===== config.mk =====
export PLATFORM = sky130hd
export DESIGN_NAME = sram_access_sequencer
export DESIGN_NICKNAME = d
export VERILOG_FILES = /design/src/rtl/sram_access_sequencer.sv
export SDC_FILE = /design/constraint.sdc
export NUM_CORES = 1
export LEC_CHECK = 0
export CAP_MARGIN = 20
export CORE_UTILIZATION = 39
export CTS_CLUSTER_DIAMETER = 200
export DETAILED_ROUTE_END_ITERATION = 8
export HOLD_SLACK_MARGIN = 0.08
export PLACE_DENSITY = 0.79
export SYNTH_ARGS = -nofsm -noshare
export SYNTH_HDL_FRONTEND = slang
export SYNTH_SLANG_ARGS = --single-unit

===== constraint.sdc =====
create_clock -name i_sysClk -period 2 [get_ports i_sysClk]
set_input_delay 0.2 -clock i_sysClk [delete_from_list [all_inputs] [get_ports i_sysClk]]
set_output_delay 0.2 -clock i_sysClk [all_outputs]
set_load 0.01 [all_outputs]

===== src/rtl/sram_access_sequencer.sv =====
// Single-word async SRAM access sequencer: counted setup/strobe/hold phases with
// registered strobes, DQ direction control and registered read data.
module sram_access_sequencer #(
  parameter int unsigned ADDR_W     = 16,
  parameter int unsigned SETUP_CYC  = 1,
  parameter int unsigned STROBE_CYC = 2,
  parameter int unsigned HOLD_CYC   = 1
) (
  input  logic              i_sysClk,
  input  logic              i_sysRst,
  input  logic              i_req,
  input  logic              i_wr,
  input  logic [ADDR_W-1:0] i_addr,
  input  logic [15:0]       i_wrData,
  output logic              o_busy,
  output logic              o_ack,
  output logic [15:0]       o_rdData,
  output logic [17:0]       o_sramAddr,
  output logic              o_sramCeN,
  output logic              o_sramOeN,
  output logic              o_sramWeN,
  output logic              o_sramUbN,
  output logic              o_sramLbN,
  output logic [15:0]       o_sramDqOut,
  output logic              o_sramDqOe,
  input  logic [15:0]       i_sramDq
);

  localparam int unsigned SetupLen  = (SETUP_CYC == 0) ? 1 : SETUP_CYC;
  localparam int unsigned StrobeLen = (STROBE_CYC == 0) ? 1 : STROBE_CYC;
  localparam int unsigned HoldLen   = (HOLD_CYC == 0) ? 1 : HOLD_CYC;
  localparam int unsigned MaxLen    = (SetupLen > StrobeLen) ?
                                      ((SetupLen > HoldLen) ? SetupLen : HoldLen) :
                                      ((StrobeLen > HoldLen) ? StrobeLen : HoldLen);
  localparam int unsigned CntW      = $clog2(MaxLen) + 1;

  typedef enum logic [1:0] {StIdle, StSetup, StStrobe, StHold} state_e;

  state_e          state_q, state_d;
  logic [CntW-1:0] cnt_q, cnt_d;
  logic            wr_q, wr_d;
  logic [17:0]     sram_addr_q, sram_addr_d;
  logic [15:0]     dq_out_q, dq_out_d;
  logic [15:0]     rd_data_q, rd_data_d;
  logic            ack_q, ack_d;
  logic            busy_q, busy_d;
  logic            ce_n_q, ce_n_d;
  logic            oe_n_q, oe_n_d;
  logic            we_n_q, we_n_d;
  logic            bs_n_q, bs_n_d;
  logic            dq_oe_q, dq_oe_d;

  always_ff @(posedge i_sysClk) begin
    if (i_sysRst) begin
      state_q     <= StIdle;
      cnt_q       <= '0;
      wr_q        <= 1'b0;
      sram_addr_q <= '0;
      dq_out_q    <= '0;
      rd_data_q   <= '0;
      ack_q       <= 1'b0;
      busy_q      <= 1'b0;
      ce_n_q      <= 1'b1;
      oe_n_q      <= 1'b1;
      we_n_q      <= 1'b1;
      bs_n_q      <= 1'b1;
      dq_oe_q     <= 1'b0;
    end else begin
      state_q     <= state_d;
      cnt_q       <= cnt_d;
      wr_q        <= wr_d;
      sram_addr_q <= sram_addr_d;
      dq_out_q    <= dq_out_d;
      rd_data_q   <= rd_data_d;
      ack_q       <= ack_d;
      busy_q      <= busy_d;
      ce_n_q      <= ce_n_d;
      oe_n_q      <= oe_n_d;
      we_n_q      <= we_n_d;
      bs_n_q      <= bs_n_d;
      dq_oe_q     <= dq_oe_d;
    end
  end

  always_comb begin
    state_d     = state_q;
    cnt_d       = cnt_q + 1'b1;
    wr_d        = wr_q;
    sram_addr_d = sram_addr_q;
    dq_out_d    = dq_out_q;
    rd_data_d   = rd_data_q;
    ack_d       = 1'b0;

    unique case (state_q)
      StIdle: begin
        cnt_d = '0;
        if (i_req) begin
          state_d     = StSetup;
          wr_d        = i_wr;
          sram_addr_d = 18'(i_addr);
          dq_out_d    = i_wrData;
        end
      end
      StSetup: begin
        if (cnt_q == CntW'(SetupLen - 1)) begin
          state_d = StStrobe;
          cnt_d   = '0;
        end
      end
      StStrobe: begin
        if (cnt_q == CntW'(StrobeLen - 1)) begin
          state_d = StHold;
          cnt_d   = '0;
          if (!wr_q) rd_data_d = i_sramDq;
        end
      end
      StHold: begin
        if (cnt_q == CntW'(HoldLen - 1)) begin
          state_d = StIdle;
          cnt_d   = '0;
          ack_d   = 1'b1;
        end
      end
      default: begin
        state_d = StIdle;
        cnt_d   = '0;
      end
    endcase

    // Pin levels are decoded from the next state so every output is a flop.
    ce_n_d  = 1'b1;
    oe_n_d  = 1'b1;
    we_n_d  = 1'b1;
    bs_n_d  = 1'b1;
    dq_oe_d = 1'b0;
    busy_d  = (state_d != StIdle);
    if (state_d != StIdle) begin
      ce_n_d  = 1'b0;
      oe_n_d  = wr_d;
      dq_oe_d = wr_d;
    end
    if (state_d == StStrobe) begin
      bs_n_d = 1'b0;
      we_n_d = ~wr_d;
    end
  end

  assign o_busy      = busy_q;
  assign o_ack       = ack_q;
  assign o_rdData    = rd_data_q;
  assign o_sramAddr  = sram_addr_q;
  assign o_sramCeN   = ce_n_q;
  assign o_sramOeN   = oe_n_q;
  assign o_sramWeN   = we_n_q;
  assign o_sramUbN   = bs_n_q;
  assign o_sramLbN   = bs_n_q;
  assign o_sramDqOut = dq_out_q;
  assign o_sramDqOe  = dq_oe_q;

endmodule


Yosys cells after proc, flatten, opt, wreduce, memory -nomap -nowiden
Cells that the tools add are included.

word-level totals
  memory bits (read-only) = 0
  memories = 0
  bits of input ports = 52
  logic and storage cells = 46
  register bits after elaboration = 60
  memory bits (writable) = 0
  latch bits = 0
  output and inout port bits = 58

cells by class
  div/mod/pow operators = 0
  reductions and logical operators = 9
  order comparisons = 0
  $mul = 0
  add/subtract/negate cells = 1
  shift operators = 0
  muxes and demuxes = 13
  eq/ne operators = 5
  bitwise logic cells = 5

operator list
  kind                   count
  $mux W2                6
  $pmux W2 S4            1
  $reduce_or A2 Y1       4
  $eq A2 B2 Y1 const B   3
  $pmux W2 S3            1
  $mux W1                5
  $not A1 Y1             5
  $eq A2 B1 Y1 const B   2
  $logic_not A2 Y1       2
  $reduce_and A3 Y1      1
  $add A2 B1 Y2 const B  1
  $reduce_and A2 Y1      1
  $reduce_bool A2 Y1     1

Depth between registers and ports, before layout
  depth after elaboration = 6
  depth in mapped cells = 7
  mapped depth without buffers = 5

Worst setup path before layout
No wires, ideal clock.

  kind = register -> register
  from = reg state_q[1]
  to = reg sram_addr_q[13] (netlist: o_sramAddr[13])
  library setup time = 0.132 ns
  arrival = 1.312 ns
  data required time = 1.868 ns
  slack = 0.556 ns
  buffers on the path = 3
  period minus slack after synthesis = 1.444 ns
  cell stages (with the launch flop) = 7
  cells stage by stage = dfxtp_1 > buf_4 > or3b_2 > clkbuf_1 > buf_2 > nand2_1 > a21oi_1

on the way
  word-level cells in the longest chain between the ends = 2

RTL lines
  what                         line  source
  start: declaration           39    state_e state_q, state_d;
  start signal: assignment     55    state_q <= StIdle;
  start signal: assignment     69    state_q <= state_d;
  $logic_not A2 Y1             94    unique case (state_q)
  $reduce_and A2 Y1 (no line)  --
  end signal: assignment       72    sram_addr_q <= sram_addr_d;
  end: declaration             42    logic [17:0] sram_addr_q, sram_addr_d;

Every way passes these cells.
A chain may end at the register's enable or synchronous reset.

Final worst setup path
  from = reg state_q[1]
  to = reg rd_data_q[1] (netlist: o_rdData[1])

on the way
  word-level cells in the longest chain between the ends = 2

RTL lines
  what                         line  source
  $eq A2 B2 Y1                 94
  $reduce_and A3 Y1 (no line)  --
  end signal: assignment       74    rd_data_q <= rd_data_d;
  end: declaration             44    logic [15:0] rd_data_q, rd_data_d;

Every way passes these cells.

==> flow_summary.json <==
{
  "ys_seq_area_frac": 0.5598,
  "arrival_ns": 1.87,
  "synthAdderAreaFrac": 0.01749,
  "wl_met1_mm": 2.191,
  "drcViolationCount": 0,
  "viasPerCell": 4.601,
  "setup_viol": 0,
  "final_cells": 436,
  "yosysUniqueCellTypes": 27,
  "avgSynthCellArea_um2": 8.253,
  "rsz0062_at_grt": "no",
  "core-area_um2": 5205,
  "nets": 416,
  "drt_iter0_drc": 78,
  "muxShareOfSynthArea": 0.004665,
  "holdPathStages": 2,
  "post_cts_buffers": 0,
  "cts_max_level": 3,
  "initial_core_util": 0.4123,
  "fmax_mhz": 590.6,
  "synth-xor-area-share": 0.004082,
  "swShare": 0.2817,
  "die_x_um": 76.18,
  "cts.reportedPaths.clkPinSlew_ns": 0.06,
  "rows": 26,
  "grt_use_total": 0.1903,
  "antenna_cells": 0,
  "clock_path_buffers": 2,
  "antenna_found_initial": 0,
  "power_frac_seq": 0.444,
  "yosysWarnings": 0,
  "p_leak_nw": 1.239,
  "fp.dieH_um": 76.18,
  "clock_latency_ns": 0.32,
  "gp_congestion": 0.7626,
  "die-area_um2": 5803,
  "port_buffers": 107,
  "crit_required_ns": 2.18,
  "post-route-min-period_ns": 1.693,
  "rr_worst_depth": 3,
  "synth_compound_area_frac": 0.1300,
  "ant_nets": 0,
  "grt_pass1_wl_mm": 8.666,
  "ir_drop_v": 0.0005254,
  "slew_headroom": 0.5257,
  "wl_met3_um": 427,
  "slew_violations": 0,
  "worst_pin_slew_ns": 0.7115,
  "fin_crit_sh": 0.8465,
  "top_layer_used": "met4",
  "dr.pass1.iters": 4,
  "power_frac_comb": 0.256,
  "cp-end-kind": "flip-flop",
  "synth.ff_latch_count": 60,
  "run_status": "completed",
  "intPower_mw": 2.343,
  "vias": 2006,
  "pwr-share-clk": 0.300,
  "grt_overflow": 0,
  "cts-root-buf": "clkbuf_8",
  "cap_violations": 0,
  "fillers": 442,
  "post-route-util": 0.6563,
  "cts.sinks": 60,
  "fin_skew_ns": 0.006156,
  "syn_to_final_growth_pct": 59.18,
  "fin_ws_ns": 0.3069,
  "crit_path_start_kind": "flip-flop",
  "drive_above_1_share": 0.06011,
  "yosys.area_share.simple": 0.2280,
  "crit_type": "flip-flop to flip-flop",
  "critPathMaxFanout": 16,
  "synthCells": 260,
  "setup_tns_ns": 0,
  "syn_area_um2": 2146,
  "pre_cts_slack_ns": 0.1362,
  "placedCellCount": 420,
  "totalWireLength_mm": 5.129,
  "p_sw_mw": 0.9187,
  "hold_path_class": "input pin to flip-flop",
  "cts_buffers": 9,
  "hpwl_mm": 3.583,
  "num_io_pins": 110,
  "synth_top_family_by_area": "simple AND/OR/NAND/NOR gates",
  "powerDensity_nw_per_um2": 954.8,
  "cts_hold_buf": 0,
  "finalHoldViolations": 0,
  "grt_start_max_net_pins": 41,
  "reg2reg_slack_ns": 0.31,
  "grt_pass1_vias": 1894,
  "routedWlPerCell_um": 11.76,
  "wl_met2_mm": 2.391,
  "post_cts_resized": 0,
  "cts_tree": "yes"
}
[sequential cells by signal (all words and copies together), names as in the netlist]
signal / flops
o_sramCeN: 1
o_sramLbN: 1
o_sramDqOut: 16
o_rdData: 16
wr_q: 1
o_sramOeN: 1
state_q: 2
o_sramDqOe: 1
cnt_q: 2
o_sramWeN: 1
o_ack: 1
o_busy: 1
o_sramAddr: 16
[layer usage]
layer  up-vias  GRT usage
met3        11    0.06707
met5         -          0
met2        82     0.3145
met1       881     0.2122
li1       1032          -
met4         0     0.1096
[power by group through the flow]
stage	registers (mW)	logic, mW	clock network (mW)
after floorplan	1.50	0.406	0
after global placement	1.47	0.830	0
after detailed placement	1.47	0.841	0
after CTS	1.45	0.846	1.01
after global routing	1.47	0.924	1.07
final	1.45	0.836	0.978
[synthesized netlist by cell type (all sizes together)]
cell     count  area (um^2)
o22ai        1        6.260
nor3         1        5.000
nor3b        2        26.28
or2          1        6.260
nand4bb      1        11.26
a211oi       1        7.510
nand2b       2        12.51
ha           3        37.54
clkbuf      10        37.54
mux2i        1        10.01
nand2      100        375.4
or3b         2        17.52
nor2         3        11.26
conb         1        3.750
nand3b       1        7.510
nor4bb       1        10.01
inv          3        11.26
a21oi       51        255.2
or3          1        6.260
buf         12        67.57
xor2         1        8.760
dfxtp       60         1201
a311o        1        10.01
[worst paths after layout]
| path | start | end |
|---|---|---|
| setup reg to reg | state_q[1] | o_rdData[1] |
| hold reg to reg | o_sramDqOut[11] | o_sramDqOut[11] |
| setup / recovery | state_q[1] | o_rdData[1] |
| hold / removal | i_sysRst | wr_q |
[placed cells by master, fill, tap and decap left out, drive strengths merged]
cell type	count
a211oi	1
a21oi	51
a311o	1
buf	5
clkbuf	15
clkdlybuf4s50	106
clkinv	1
conb	2
dfxtp	60
ha	3
inv	3
mux2i	1
nand2	100
nand2b	2
nand3b	1
nand4bb	1
nor2	3
nor3	1
nor3b	2
nor4bb	1
o22ai	1
or2	1
or3	1
or3b	2
xor2	1
[critical path, cell delays in order (launching register included)]
cell and delay (ns):
dfxtp_1 0.57, nand4bb_1 0.62, nand2_1 0.26, a21oi_1 0.09
[kinds of logic after synthesis]
logic type      Yosys count
simple gates            115
buf+inv                  25
fa+ha+maj                 3
flops                    60
mux                       1
compound gates           54
other cells               1
xor+xnor                  1
[layout make-up]
type / instances / area, um^2 / area share
Multi-Input combinational cell: 176 / 838.3 / 0.2454
Inverter: 3 / 11.26 / 0.003297
Clock buffer: 15 / 176.4 / 0.05165
Clock inverter: 1 / 5.005 / 0.001465
Sequential cell: 60 / 1201 / 0.3516
Tap cell: 70 / 87.58 / 0.02564
Timing Repair Buffer: 111 / 1096 / 0.3209
[through the flow]
stage | power, mW | instance area, um^2 | hold WS, ns
after floorplan | 1.901 | 2150 | 0.3043
after global placement | 2.300 | 3234 | 0.4398
after detailed placement | 2.316 | 3234 | 0.4463
after CTS | 3.306 | 3416 | 0.3871
after global routing | 3.465 | 3416 | 0.4182
final | 3.261 | 3416 | 0.4034
Power figures use the tool's default switching activity.
